--- config.mk ---
export PLATFORM = sky130hd
export DESIGN_NAME = freq_gate_ctrl
export DESIGN_NICKNAME = d
export VERILOG_FILES = /design/src/rtl/freq_gate_ctrl.sv
export SDC_FILE = /design/constraint.sdc
export NUM_CORES = 1
export LEC_CHECK = 0
export BUFFER_PORTS_ARGS = -buffer_cell sky130_fd_sc_hd__buf_2
export CORE_MARGIN = 2
export CORE_UTILIZATION = 55
export CTS_CLUSTER_SIZE = 16
export DETAILED_ROUTE_END_ITERATION = 7
export GPL_ROUTABILITY_DRIVEN = 0
export GPL_TIMING_DRIVEN = 0
export PLACE_DENSITY = 0.84
export SYNTH_ARGS = -nofsm -noshare
export SYNTH_HDL_FRONTEND = slang
export SYNTH_SLANG_ARGS = --single-unit
--- constraint.sdc ---
create_clock -name clk -period 3.9 [get_ports clk]
set_input_delay 0.195 -clock clk [delete_from_list [all_inputs] [get_ports clk]]
set_output_delay 0.195 -clock clk [all_outputs]
set_load 0.02 [all_outputs]
--- src/rtl/freq_gate_ctrl.sv ---
// freq_gate_ctrl: gate sequencer for a frequency counter.
// Runs IDLE -> CLR -> CNT -> LOCK, driving clear/enable/lock strobes for an
// external counter and tracking the elapsed gate length in gate_cnt_o.
// Optional feature: define FREQ_GATE_OVF_EN to add ovf_i/ovf_o, letting a
// saturated counter end the gate early and flagging it until the next clear.
module freq_gate_ctrl #(
  parameter int GATE_W   = 24,
  parameter int CLR_LEN  = 1,
  parameter int LOCK_LEN = 2
) (
  input  logic              clk,
  input  logic              rst,
  input  logic              start_i,
  input  logic              cont_i,
  input  logic              abort_i,
  input  logic [GATE_W-1:0] gate_len_i,
`ifdef FREQ_GATE_OVF_EN
  input  logic              ovf_i,
`endif
  output logic              clear_o,
  output logic              count_en_o,
  output logic              lock_o,
  output logic              done_o,
  output logic              busy_o,
  output logic [GATE_W-1:0] gate_cnt_o
`ifdef FREQ_GATE_OVF_EN
  ,
  output logic              ovf_o
`endif
);

  typedef enum logic [1:0] {S_IDLE, S_CLR, S_CNT, S_LOCK} state_t;

  localparam logic [3:0]        CLR_LEN_C  = 4'(CLR_LEN);
  localparam logic [3:0]        LOCK_LEN_C = 4'(LOCK_LEN);
  localparam logic [GATE_W-1:0] ONE_C      = GATE_W'(1);

  state_t              state_q, state_d;
  logic [3:0]          ph_q, ph_d;          // cycle index inside CLR / LOCK, 1-based
  logic [GATE_W-1:0]   gate_len_q, gate_len_d;
  logic [GATE_W-1:0]   gate_cnt_q, gate_cnt_d;
  logic                abort_seen_q, abort_seen_d;  // abort seen during LOCK
  logic                clear_q, clear_d;
  logic                count_en_q, count_en_d;
  logic                lock_q, lock_d;
  logic                done_q, done_d;
  logic                busy_q, busy_d;
  logic                enter_clr;
  logic                ovf_hit;

`ifdef FREQ_GATE_OVF_EN
  assign ovf_hit = ovf_i;
`else
  assign ovf_hit = 1'b0;
`endif

  // Next-state logic plus registered output decodes taken from the next state,
  // so each strobe is valid in the very cycle the FSM sits in its state.
  always_comb begin
    // NOTE: every variable gets a default first so no path can infer a latch.
    state_d      = state_q;
    ph_d         = ph_q;
    gate_len_d   = gate_len_q;
    gate_cnt_d   = gate_cnt_q;
    abort_seen_d = abort_seen_q;
    enter_clr    = 1'b0;

    case (state_q)
      S_IDLE: begin
        if (start_i && !abort_i) enter_clr = 1'b1;
      end
      S_CLR: begin
        if (abort_i) begin
          state_d = S_IDLE;
        end else if (ph_q == CLR_LEN_C) begin
          state_d    = S_CNT;
          gate_cnt_d = gate_cnt_q + ONE_C;  // first CNT cycle shows 1
        end else begin
          ph_d = ph_q + 4'd1;
        end
      end
      S_CNT: begin
        // Compare before incrementing: the count tops out at gate_len_q,
        // so even an all-ones length never wraps.
        if (abort_i) begin
          state_d = S_IDLE;
        end else if (gate_cnt_q == gate_len_q || ovf_hit) begin
          state_d      = S_LOCK;
          ph_d         = 4'd1;
          abort_seen_d = 1'b0;
        end else begin
          gate_cnt_d = gate_cnt_q + ONE_C;
        end
      end
      S_LOCK: begin
        // Abort never shortens the lock; it is remembered and applied at exit.
        abort_seen_d = abort_seen_q | abort_i;
        if (ph_q == LOCK_LEN_C) begin
          abort_seen_d = 1'b0;
          if (cont_i && !abort_i && !abort_seen_q) enter_clr = 1'b1;
          else                                     state_d   = S_IDLE;
        end else begin
          ph_d = ph_q + 4'd1;
        end
      end
      default: state_d = S_IDLE;
    endcase

    if (enter_clr) begin
      state_d    = S_CLR;
      ph_d       = 4'd1;
      gate_cnt_d = '0;
      gate_len_d = (gate_len_i == '0) ? ONE_C : gate_len_i;
    end

    clear_d    = (state_d == S_CLR);
    count_en_d = (state_d == S_CNT);
    lock_d     = (state_d == S_LOCK);
    done_d     = (state_d == S_LOCK) && (ph_d == LOCK_LEN_C);
    busy_d     = (state_d != S_IDLE);
  end

  // State, counters and output flops; synchronous reset clears everything.
  always_ff @(posedge clk) begin
    // NOTE: non-blocking assignments so every flop samples pre-edge values.
    if (rst) begin
      state_q      <= S_IDLE;
      ph_q         <= '0;
      gate_len_q   <= '0;
      gate_cnt_q   <= '0;
      abort_seen_q <= 1'b0;
      clear_q      <= 1'b0;
      count_en_q   <= 1'b0;
      lock_q       <= 1'b0;
      done_q       <= 1'b0;
      busy_q       <= 1'b0;
    end else begin
      state_q      <= state_d;
      ph_q         <= ph_d;
      gate_len_q   <= gate_len_d;
      gate_cnt_q   <= gate_cnt_d;
      abort_seen_q <= abort_seen_d;
      clear_q      <= clear_d;
      count_en_q   <= count_en_d;
      lock_q       <= lock_d;
      done_q       <= done_d;
      busy_q       <= busy_d;
    end
  end

  assign clear_o    = clear_q;
  assign count_en_o = count_en_q;
  assign lock_o     = lock_q;
  assign done_o     = done_q;
  assign busy_o     = busy_q;
  assign gate_cnt_o = gate_cnt_q;

`ifdef FREQ_GATE_OVF_EN
  logic ovf_q, ovf_d;

  // Overflow flag: set on an early LOCK entry, held until the next CLR entry.
  always_comb begin
    ovf_d = ovf_q;
    if (enter_clr)
      ovf_d = 1'b0;
    else if (state_q == S_CNT && state_d == S_LOCK && ovf_i)
      ovf_d = 1'b1;
  end

  // Overflow flag register.
  always_ff @(posedge clk) begin
    if (rst) ovf_q <= 1'b0;
    else     ovf_q <= ovf_d;
  end

  assign ovf_o = ovf_q;
`endif

endmodule
# Word level (Yosys, flattened, before mapping)
# Cells that the tools add are included.
[word_totals]
word_cells = 71
reg_bits = 60
output_inout_bits = 29
input_bits = 29
[classes]
n_addsub = 2
n_reduce_logical = 14
mux = 29
eq_ne = 15
bitwise_logic = 1
[ops]
columns = ["operator", "count"]
rows = [
  ["$mux W24", 5],
  ["$pmux W24 S2", 1],
  ["$add A24 B1 Y24 const B", 1],
  ["$eq A24 B24 Y1", 1],
  ["$logic_not A24 Y1", 1],
  ["$mux W4", 6],
  ["$mux W2", 7],
  ["$pmux W4 S3", 1],
  ["$ne A2 B2 Y1 const B", 5],
  ["$eq A2 B2 Y1 const B", 4],
  ["$eq A4 B2 Y1 const B", 2],
  ["$mux W1", 6],
  ["$pmux W2 S3", 1],
  ["$reduce_bool A2 Y1", 3],
  ["$reduce_and A5 Y1", 1],
  ["$add A4 B1 Y4 const B", 1],
  ["$eq A2 B1 Y1 const B", 2],
  ["$eq A4 B1 Y1 const B", 1],
  ["$logic_and A1 B1 Y1", 4],
  ["$pmux W1 S2", 2],
  ["$reduce_and A3 Y1", 1],
  ["$logic_not A1 Y1", 2],
  ["$logic_not A2 Y1", 1],
  ["$reduce_or A2 Y1", 1],
  ["$or A1 B1 Y1", 1],
]

# Logic depth before layout (Yosys ltp)
# Gate-level depths: netlist of the first run.
[logic_depth]
word_depth = 9
depth_mapped = 10
ltp_nobuf = 8

# Least setup slack after synthesis of the first run
# No wires, ideal clock.
[synth_path]
path_type = "register to register"
startpoint = "reg state_q[1]"
endpoint = "reg gate_cnt_q[14], in the netlist gate_cnt_o[14]"
stages_incl_launch_ff = 10
arrival_time_ns = 2.084
slack_ns = 1.746
path_buffers = 1
required_ns = 3.830
synth_period_minus_slack_ns = 2.154
setup_ns = 0.070
path_cell_list = "dfxtp_1 -> inv_1 -> ha_1 -> nor4bb_1 -> o21ai_1 -> nor2_1 -> o31ai_1 -> clkbuf_1 -> or3_2 -> a21oi_1"
[synth_via]
elab_chain_len = 3
word_cells_on_any_way = 13
cone_classes = "eq/ne (7); mux (2); reduce/logical (4)"
[synth_lines]
columns = ["item", "line_no", "source"]
rows = [
  ["from (decl)", "38", "state_t state_q, state_d;"],
  ["from (signal assigned)", "138", "state_q <= state_d;"],
  ["$eq A2 B2 Y1, or another cell as far along", "68", "case (state_q)"],
  ["$ne A2 B2 Y1 (no source line), or another cell as far along", "-", ""],
  ["$reduce_and A5 Y1 (no source line) or $reduce_or A2 Y1 (tied branches)", "-", ""],
  ["to (signal assigned)", "141", "gate_cnt_q <= gate_cnt_d;"],
  ["to (decl)", "41", "logic [GATE_W-1:0] gate_cnt_q, gate_cnt_d;"],
]
# Parallel ways exist; a longest one is shown, timed or not.
# A chain may end at the register's enable or synchronous reset.

# Final worst setup path of the first run
[layout_path]
startpoint = "reg ph_q[0]"
endpoint = "reg gate_cnt_q[0], in the netlist gate_cnt_o[0]"
[layout_via]
elab_chain_len = 4
word_cells_on_any_way = 7
cone_classes = "eq/ne (3); mux (2); reduce/logical (2)"
[layout_lines]
columns = ["item", "line_no", "source"]
rows = [
  ["from (decl)", "39", "logic [3:0] ph_q, ph_d;"],
  ["from (signal assigned)", "139", "ph_q <= ph_d;"],
  ["$eq A4 B2 Y1", "98", "if (ph_q == LOCK_LEN_C) begin"],
  ["$mux W1", "98", ""],
  ["$pmux W1 S2", "68", ""],
  ["$reduce_or A2 Y1 (no source line)", "-", ""],
]
# Parallel ways exist; a longest one is shown, timed or not.

==> results.tsv, run 1 <==
metric	value	unit
finalCritPeriodShare	73.4	%
port_buffers	57	
path_common_cell	clkbuf_1	
p_comb_share	11.7	%
design_area	0.00373	mm2
syn-num-nets	410	
stdcell_count	515	
cts_tree	done	
setup_tns	0	ns
holdBufCountCts	0	
worstPathMaxFanout	10	
first_iter_violations	308	
clk_path_buf_depth	2	
vdd_drop_max	0.291	mV
drive_gt1_share	21.0	%
period_needed	2.86	ns
crit_slowest_cell	nor3b_1	
synth-main-ff-cell	dfxtp_1	
clk_latency	0.35	ns
post-cts-setup-buffer-count	0	
crit_type	reg2reg	
worstPathArrival	3.08	ns
post-place-cells	501	
postCtsResizedCells	0	
fin_total_pwr	1.30	mW
powerDensity	350	mW/mm2
synthCells	372	
dp.final_hpwl	6510	um
dieArea	0.00640	mm2
antenna_found_initial	0	
hold_viol_final	0	
tightest_slew	0.735	ns
finClkSkew	0.0115	ns
synth_seq_cells	60	
drcViolationCount	0	
avgViaCountPerCell	6.22	
grt_max_degree	11	
antenna_left	0	
syn_to_final_growth	17.3	%
startpoint_type	flop	
p_int	0.963	mW
avgRoutedWirePerCell	16.6	um
drv_slew	0	
ios	58	
ys_top_cells_by_count	dfxtp_1 (60), nand2_1 (32), nor2_1 (29)	
swShare	26.2	%
crit_chain	inv_1 -> ha_1 -> nor3b_1 -> a31oi_1 -> nand2b_1 -> clkbuf_1 -> clkbuf_1 -> nor2_1	
rsz0062_at_grt	false	
cts-root-buf	clkbuf_8	
rows	27	
synth_top_area_share	37.8	%
cts_htree_levels	3	
grt_pass1_wl	14100	um
ys_types	57	
sequentialPowerShare	49.4	%
grt_use_total	28.6	%
totalWireLength	8560	um
seq_area_frac_synth	37.8	%
insertedDiodeCount	0	
core	0.00554	mm2
worstPathRequired	4.12	ns
place_area	0.00355	mm2
max-slew-margin-rel	50.8	%
holdPathStages	2	
synthTopCellsByArea	dfxtp_1 (38%), a22o_1 (5.8%), xor2_1 (4.4%), nand2_1 (3.8%), ha_1 (3.5%)	
leakagePower	1.63	nW
setup_viol	0	
hold_class	in2reg	
grt_pass1_vias	3038	
fmax	0.349	GHz
clk_pin_slew	0.07	ns
cts.sinks	60	
async_reset_ff_share	0	%
synth_edf_count	0	
cts_buffers	9	
overflow	0	
avgSynthCellArea	8.55	um2
clockPowerShare	38.9	%
yosysMostFrequentCell	dfxtp_1	
final_nets	478	
synth_area	0.00318	mm2
status	finished, final reports clean	
ys_warn_count	0	
vias	3203	
end_kind	flop	
dieWidth	80.0	um
start_util	57.4	%
drtPass1Iterations	7	
slowest_delay	0.52	ns
die_h	80.0	um
maxCapViolations	0	
synth_top_area_cell	dfxtp_1	
rr_worst_depth	8	
power.switching	0.341	mW
==> logic make-up (layout without fill, tap and decap cells) <==
group	count (synthesis)	after routing	share of synthesized area, %
AO/OA/AOI/OAI	86	86	19.5
flip-flops	60	60	37.8
AND/OR/NAND/NOR	150	150	25.6
multiplexers	4	4	1.26
adder cells (fa/ha/maj)	9	9	3.54
buffers and inverters	37	108	5.16
XOR/XNOR	26	26	7.16
==> state kept, by name (all words and copies together), names as in the netlist, 2 cells and up <==
name        cells
gate_cnt_o     24
gate_len_q     24
ph_q            4
state_q         2
==> routing by layer <==
metal | part of all wire (%) | wire [um] | track usage (%)
met5 | 0 | 0 | 0
met4 | 1.8 | 155 | 11.7
met3 | 8.1 | 695 | 6.45
met2 | 47 | 3990 | 45.7
met1 | 43 | 3720 | 37.3
==> power by group through the flow <==
| stage | clock [mW] | sequential [mW] | combinational, mW |
|---|---|---|---|
| 2_1_floorplan | 0 | 0.656 | 0.0971 |
| 3_3_place_gp | 0 | 0.656 | 0.145 |
| 3_5_place_dp | 0 | 0.658 | 0.148 |
| 4_1_cts | 0.508 | 0.644 | 0.150 |
| 5_1_grt | 0.540 | 0.646 | 0.166 |
| 6_report | 0.507 | 0.645 | 0.153 |
==> worst max-delay path, delay by kind of cell (launching register included) <==
kind | cells | cell delay [ns]
fa+ha+maj | 1 | 0.17
compound gates | 1 | 0.37
simple gates | 3 | 0.84
buf+inv | 3 | 1.02
flops | 1 | 0.36
==> layout make-up <==
cell class                 count  area [um2]
inverter                      19        71.3
timing repair buffer          57         285
clock inverter                 2        10.0
clock buffer                  12         165
tap                           72        90.1
buffer                        18        92.6
sequential                    60        1200
multi-input combinational    275        1810
fill                         453        1810
==> final timing paths <==
kind,start,endpoint,slack [ns]
max,ph_q[0],gate_cnt_o[0],1.04
max reg2reg,ph_q[0],gate_cnt_o[0],1.04
min,gate_len_i[18],gate_len_q[18],0.08
min reg2reg,gate_len_q[9],gate_len_q[9],0.48
==> layout by cell type (no fill, tap or decap), drive strengths merged, types with 3 or more instances in the layout <==
cell type,instances
a31oi,8
buf,64
o22ai,3
mux2i,4
a21o,7
nand3,15
a31o,3
nor4,17
nor3,10
nor3b,4
ha,9
xnor2,10
or3,9
clkbuf,23
o21ai,12
a41o,3
nor4bb,4
or4,3
a22o,21
inv,19
nand2,33
nor2,29
a21oi,15
nand4,12
dfxtp,60
nand2b,5
xor2,16
==> metrics by stage <==
step | utilization [%] | setup WS (ns) | hold slack, ns
after global routing | 67.3 | 0.801 | 0.0818
after detailed placement | 64.2 | 1.07 | 0.426
after global placement | 64.2 | 1.12 | 0.419
final | 67.3 | 1.04 | 0.0786
after CTS | 67.3 | 1.06 | 0.0711
after floorplan | - | 1.75 | 0.321
Power figures use the tool's default switching activity.
==> inputs of run 2 (changes only) <==
==> constraint.sdc (replaced) <==
create_clock -name clk -period 2.7 [get_ports clk]
set_input_delay 0.135 -clock clk [delete_from_list [all_inputs] [get_ports clk]]
set_output_delay 0.135 -clock clk [all_outputs]
set_load 0.02 [all_outputs]
==> run 2 against run 1 <==
  * Sequential power is 44% higher
  * Via count grew 1.4%
  * Die area did not move
  * Fmax rose by 13%
  * Power up 45%
  * Clock-buffer cell count did not move
  * Wire length rose by 1.5%
  * First-iteration DRC count grew 13%
==> results.tsv, run 2 (same netlist as run 1, synthesis figures left out) <==
metric	value	unit
drive_gt1_share	23.3	%
grt_max_degree	11	
grt_use_total	28.8	%
ff_latch_area	0.00120	mm2
r2r-start	state_q[0]	
holdBufCountCts	0	
place_area	0.00355	mm2
maxCapViolations	0	
rows	27	
r2r_setup_slack	0.17	ns
totalWireLength	8690	um
cts-root-buf	clkbuf_8	
hold_viol_final	0	
fmax	0.395	GHz
hold_class	in2reg	
design_area	0.00379	mm2
drtPass1Iterations	6	
worstPathArrival	2.76	ns
rr_worst_depth	8	
cts_htree_levels	3	
cts_tree	done	
multi_input_area	0.00187	mm2
start_util	57.4	%
sequentialPowerShare	49.2	%
layout_commonest_cell	buf_2	
max-slew-margin-rel	51.0	%
slowest_delay	0.46	ns
power.switching	0.497	mW
end_kind	flop	
overflow	0	
preCtsSetupSlack	-0.126	ns
first_iter_violations	348	
drv_slew	0	
grt_pass1_wl	14200	um
final_cell_mix	buf_2 (61), dfxtp_1 (60), nand2_1 (32)	
p_comb_share	12.1	%
syn_to_final_growth	19.1	%
ios	58	
clockPowerShare	38.7	%
worstPathRequired	2.93	ns
startpoint	state_q[0]	
r2r-end	gate_len_q[14]	
setup_ws	0.166	ns
finalCritPeriodShare	93.8	%
startpoint_type	flop	
crit_type	reg2reg	
clk_latency	0.34	ns
final_nets	478	
crit_slowest_cell	nor4bb_1	
die_h	80.0	um
nFillCells	439	
cts.sinks	60	
swShare	26.3	%
crit_chain	inv_1 -> ha_1 -> nor4bb_1 -> a31o_2 -> buf_2 -> nor2_2 -> clkbuf_1 -> a22o_1	
core	0.00554	mm2
dp.final_hpwl	6510	um
period_needed	2.53	ns
vias	3249	
tightest_slew	0.733	ns
fin_hold_ws	0.0207	ns
avgViaCountPerCell	6.31	
antenna_left	0	
grt_pass1_vias	3056	
powerDensity	500	mW/mm2
vdd_drop_max	0.419	mV
cts_buffers	9	
antenna_found_initial	0	
insertedDiodeCount	0	
drcViolationCount	0	
port_buffers	57	
finClkSkew	0.0110	ns
endpoint	gate_len_q[14]	
dieArea	0.00640	mm2
setup_viol	0	
worstPathMaxFanout	10	
clk_path_buf_depth	2	
dieWidth	80.0	um
fin_util	68.4	%
p_int	1.40	mW
clk_pin_slew	0.06	ns
avgRoutedWirePerCell	16.9	um
leakagePower	1.64	nW
status	finished, final reports clean	
run 2: routing by layer:
metal	global-route usage (%)	part of all wire [%]
met1	37.4	42
met2	46.0	47
met3	6.67	9.4
met4	12.0	2.2
met5	0	0
run 2: what timing repair did:
item                       4_1_cts  5_1_grt
setup endpoints to repair       10       46
resized for setup                2       13
buffers inserted                 0        0
cloned                           0        0
run 2: power groups by stage:
stage          Combinational (mW)  Sequential (mW)  Clock [mW]
2_1_floorplan               0.140            0.948           0
3_3_place_gp                0.209            0.948           0
3_5_place_dp                0.214            0.950           0
4_1_cts                     0.217            0.931       0.734
5_1_grt                     0.248            0.934       0.782
6_report                    0.228            0.932       0.733
run 2: layout make-up:
cell class / instances / area share (%)
multi-input cells: 275 / 49.3
plain buffers: 18 / 2.54
clock buffers: 12 / 4.36
clock inverters: 2 / 0.264
inverters: 19 / 1.88
well taps: 72 / 2.38
flip-flops and latches: 60 / 31.7
repair buffers: 57 / 7.53
run 2: metrics by stage:
step           setup TNS [ns]  power [mW]  instances
2_1_floorplan               0        1.09        372
3_3_place_gp           -0.710        1.16        501
3_5_place_dp           -0.951        1.16        501
4_1_cts                     0        1.88        515
5_1_grt               -0.0188        1.96        515
6_report                    0        1.89        515
run 2: worst min-delay path by stage:
| stage | startpoint | to | slack (ns) | cells after the start |
|---|---|---|---|---|
| 4_1_cts | gate_len_i[22] | gate_len_q[22] | 0.01 | 2 |
| 2_1_floorplan | gate_len_i[23] | gate_len_q[23] | 0.26 | 1 |
| 5_1_grt | gate_len_i[17] | gate_len_q[17] | 0.02 | 2 |
| 6_report | gate_len_i[18] | gate_len_q[18] | 0.02 | 2 |
| 3_3_place_gp | gate_len_i[18] | gate_len_q[18] | 0.36 | 2 |
| 3_5_place_dp | gate_len_i[6] | gate_len_q[6] | 0.37 | 2 |
run 2: critical path, delay by kind of cell (launching register included):
kind | cells | cell delay, ns
and+or+nand+nor | 2 | 0.59
buffers and inverters | 3 | 0.59
AOI/OAI and AO/OA | 2 | 0.50
DFF | 1 | 0.42
adders and majority gates | 1 | 0.33
==> inputs of run 3 (changes only) <==
--- a/config.mk
+++ b/config.mk
@@ -8,6 +8,7 @@
 export BUFFER_PORTS_ARGS = -buffer_cell sky130_fd_sc_hd__buf_2
 export CORE_MARGIN = 2
 export CORE_UTILIZATION = 55
+export CTS_BUF_LIST = sky130_fd_sc_hd__clkbuf_16
 export CTS_CLUSTER_SIZE = 16
 export DETAILED_ROUTE_END_ITERATION = 7
 export GPL_ROUTABILITY_DRIVEN = 0
==> run 3 against run 2 <==
  * Non-clock buffer count unchanged
  * Critical path type unchanged
  * Largest power group is now the clock network
  * Design area rose by 1.9%
  * Global-route usage rose by 1.1 points
==> results.tsv, run 3 (same netlist as run 1, synthesis figures left out) <==
metric	value	unit
status	finished, final reports clean	
clk_latency	0.33	ns
dp.final_hpwl	6510	um
r2r_setup_slack	0.16	ns
hold_class	in2reg	
core	0.00554	mm2
fin_hold_ws	0.0353	ns
syn_to_final_growth	21.4	%
place_area	0.00355	mm2
layout_commonest_cell	buf_2	
antenna_found_initial	0	
end_kind	flop	
drive_gt1_share	22.8	%
fin_total_pwr	2.13	mW
start_util	57.4	%
vdd_drop_max	0.378	mV
grt_max_degree	11	
insertedDiodeCount	0	
grt_pass1_vias	3125	
overflow	0	
tightest_slew	0.734	ns
finalCritPeriodShare	94.1	%
grt_pass1_wl	14700	um
hold_viol_final	0	
setup_tns	0	ns
worstPathMaxFanout	10	
grt_use_total	29.9	%
totalWireLength	9070	um
port_buffers	57	
final_nets	478	
rr_worst_depth	8	
avgRoutedWirePerCell	17.6	um
worstPathRequired	2.91	ns
leakagePower	1.67	nW
powerDensity	551	mW/mm2
r2r-end	gate_len_q[11]	
cts_tree	done	
drv_slew	0	
crit_type	reg2reg	
period_needed	2.54	ns
cts.sinks	60	
ios	58	
cts_htree_levels	3	
maxCapViolations	0	
worstPathArrival	2.75	ns
drcViolationCount	0	
finClkSkew	0.00818	ns
nFillCells	421	
clk_path_buf_depth	2	
holdPathEnd	gate_len_q[18]	
dieWidth	80.0	um
design_area	0.00386	mm2
holdPathStages	2	
max-slew-margin-rel	50.9	%
dieArea	0.00640	mm2
min_from	gate_len_i[18]	
vias	3243	
rows	27	
post-cts-setup-buffer-count	0	
cts-root-buf	clkbuf_16	
startpoint_type	flop	
clk_pin_slew	0.05	ns
drtPass1Iterations	5	
r2r-start	state_q[0]	
first_iter_violations	320	
antenna_left	0	
avgViaCountPerCell	6.30	
final_cell_mix	buf_2 (61), dfxtp_1 (60), nand2_1 (32)	
die_h	80.0	um
fmax	0.394	GHz
setup_viol	0	
cts_buffers	9	
[run 3: changes by cell type in the layout (fill, tap and decap cells not counted)]
cell       before  now
clkbuf_8       12    0
clkbuf_2        4    5
buf_1           1    0
clkbuf_16       0    9
clkinv_1        0    3
[run 3: worst max-delay path, stage by stage, from the launching register on]
cell      delay [ns]
dfxtp_1         0.42
inv_1           0.13
ha_1            0.34
nor4bb_1        0.46
a31o_2          0.20
buf_2           0.23
nor2_2          0.12
clkbuf_1        0.24
a22o_1          0.29
[run 3: where the power goes]
part           internal, mW  switching, mW  leakage (nW)
registers             0.913         0.0213         0.486
logic                0.0909          0.138          1.06
clock network         0.595          0.370         0.123
total                  1.60          0.529          1.67
[run 3: worst max path at each step]
stage                     startpoint        endpoint  slack (ns)  cells past startpoint
after floorplan           state_q[1]  gate_cnt_o[14]        0.55                      9
after global placement       ph_q[0]   gate_cnt_o[4]       -0.08                      8
after detailed placement     ph_q[0]   gate_cnt_o[0]       -0.13                      8
after CTS                 state_q[0]   gate_cnt_o[0]        0.05                      7
after global routing      state_q[0]  gate_len_q[13]       -0.01                      8
final                     state_q[0]  gate_len_q[11]        0.16                      8
[run 3: cell type report]
class	count	area (um2)	area share [%]
plain buffers	18	97.6	2.53
clock buffers	9	225	5.83
clock inverters	5	21.3	0.551
inverters	19	71.3	1.85
multi-input cells	275	1870	48.4
flip-flops and latches	60	1200	31.1
well taps	72	90.1	2.33
repair buffers	57	285	7.39
[run 3: layer usage]
layer | global-route usage, % | wire length (um) | up-vias
li1 | - | - | 1505
met1 | 38.6 | 3830 | 1528
met2 | 47.4 | 4290 | 187
met3 | 4.86 | 736 | 23
met4 | 16.4 | 212 | 0
met5 | 0 | 0 | -
[run 3: timing repair]
action / in CTS / in global routing
hold buffers: 0 / 0
resized for setup: 2 / 14
endpoints found under the hold margin: 0 / 0
setup endpoints to repair: 10 / 44
[run 3: per-stage QoR]
step	worst slack, ns	cells	util (%)
3_3_place_gp	-0.0801	501	64.2
3_5_place_dp	-0.126	501	64.2
6_report	0.159	515	69.7
5_1_grt	-0.0115	515	69.7
4_1_cts	0.0491	515	68.7
2_1_floorplan	0.546	372	-
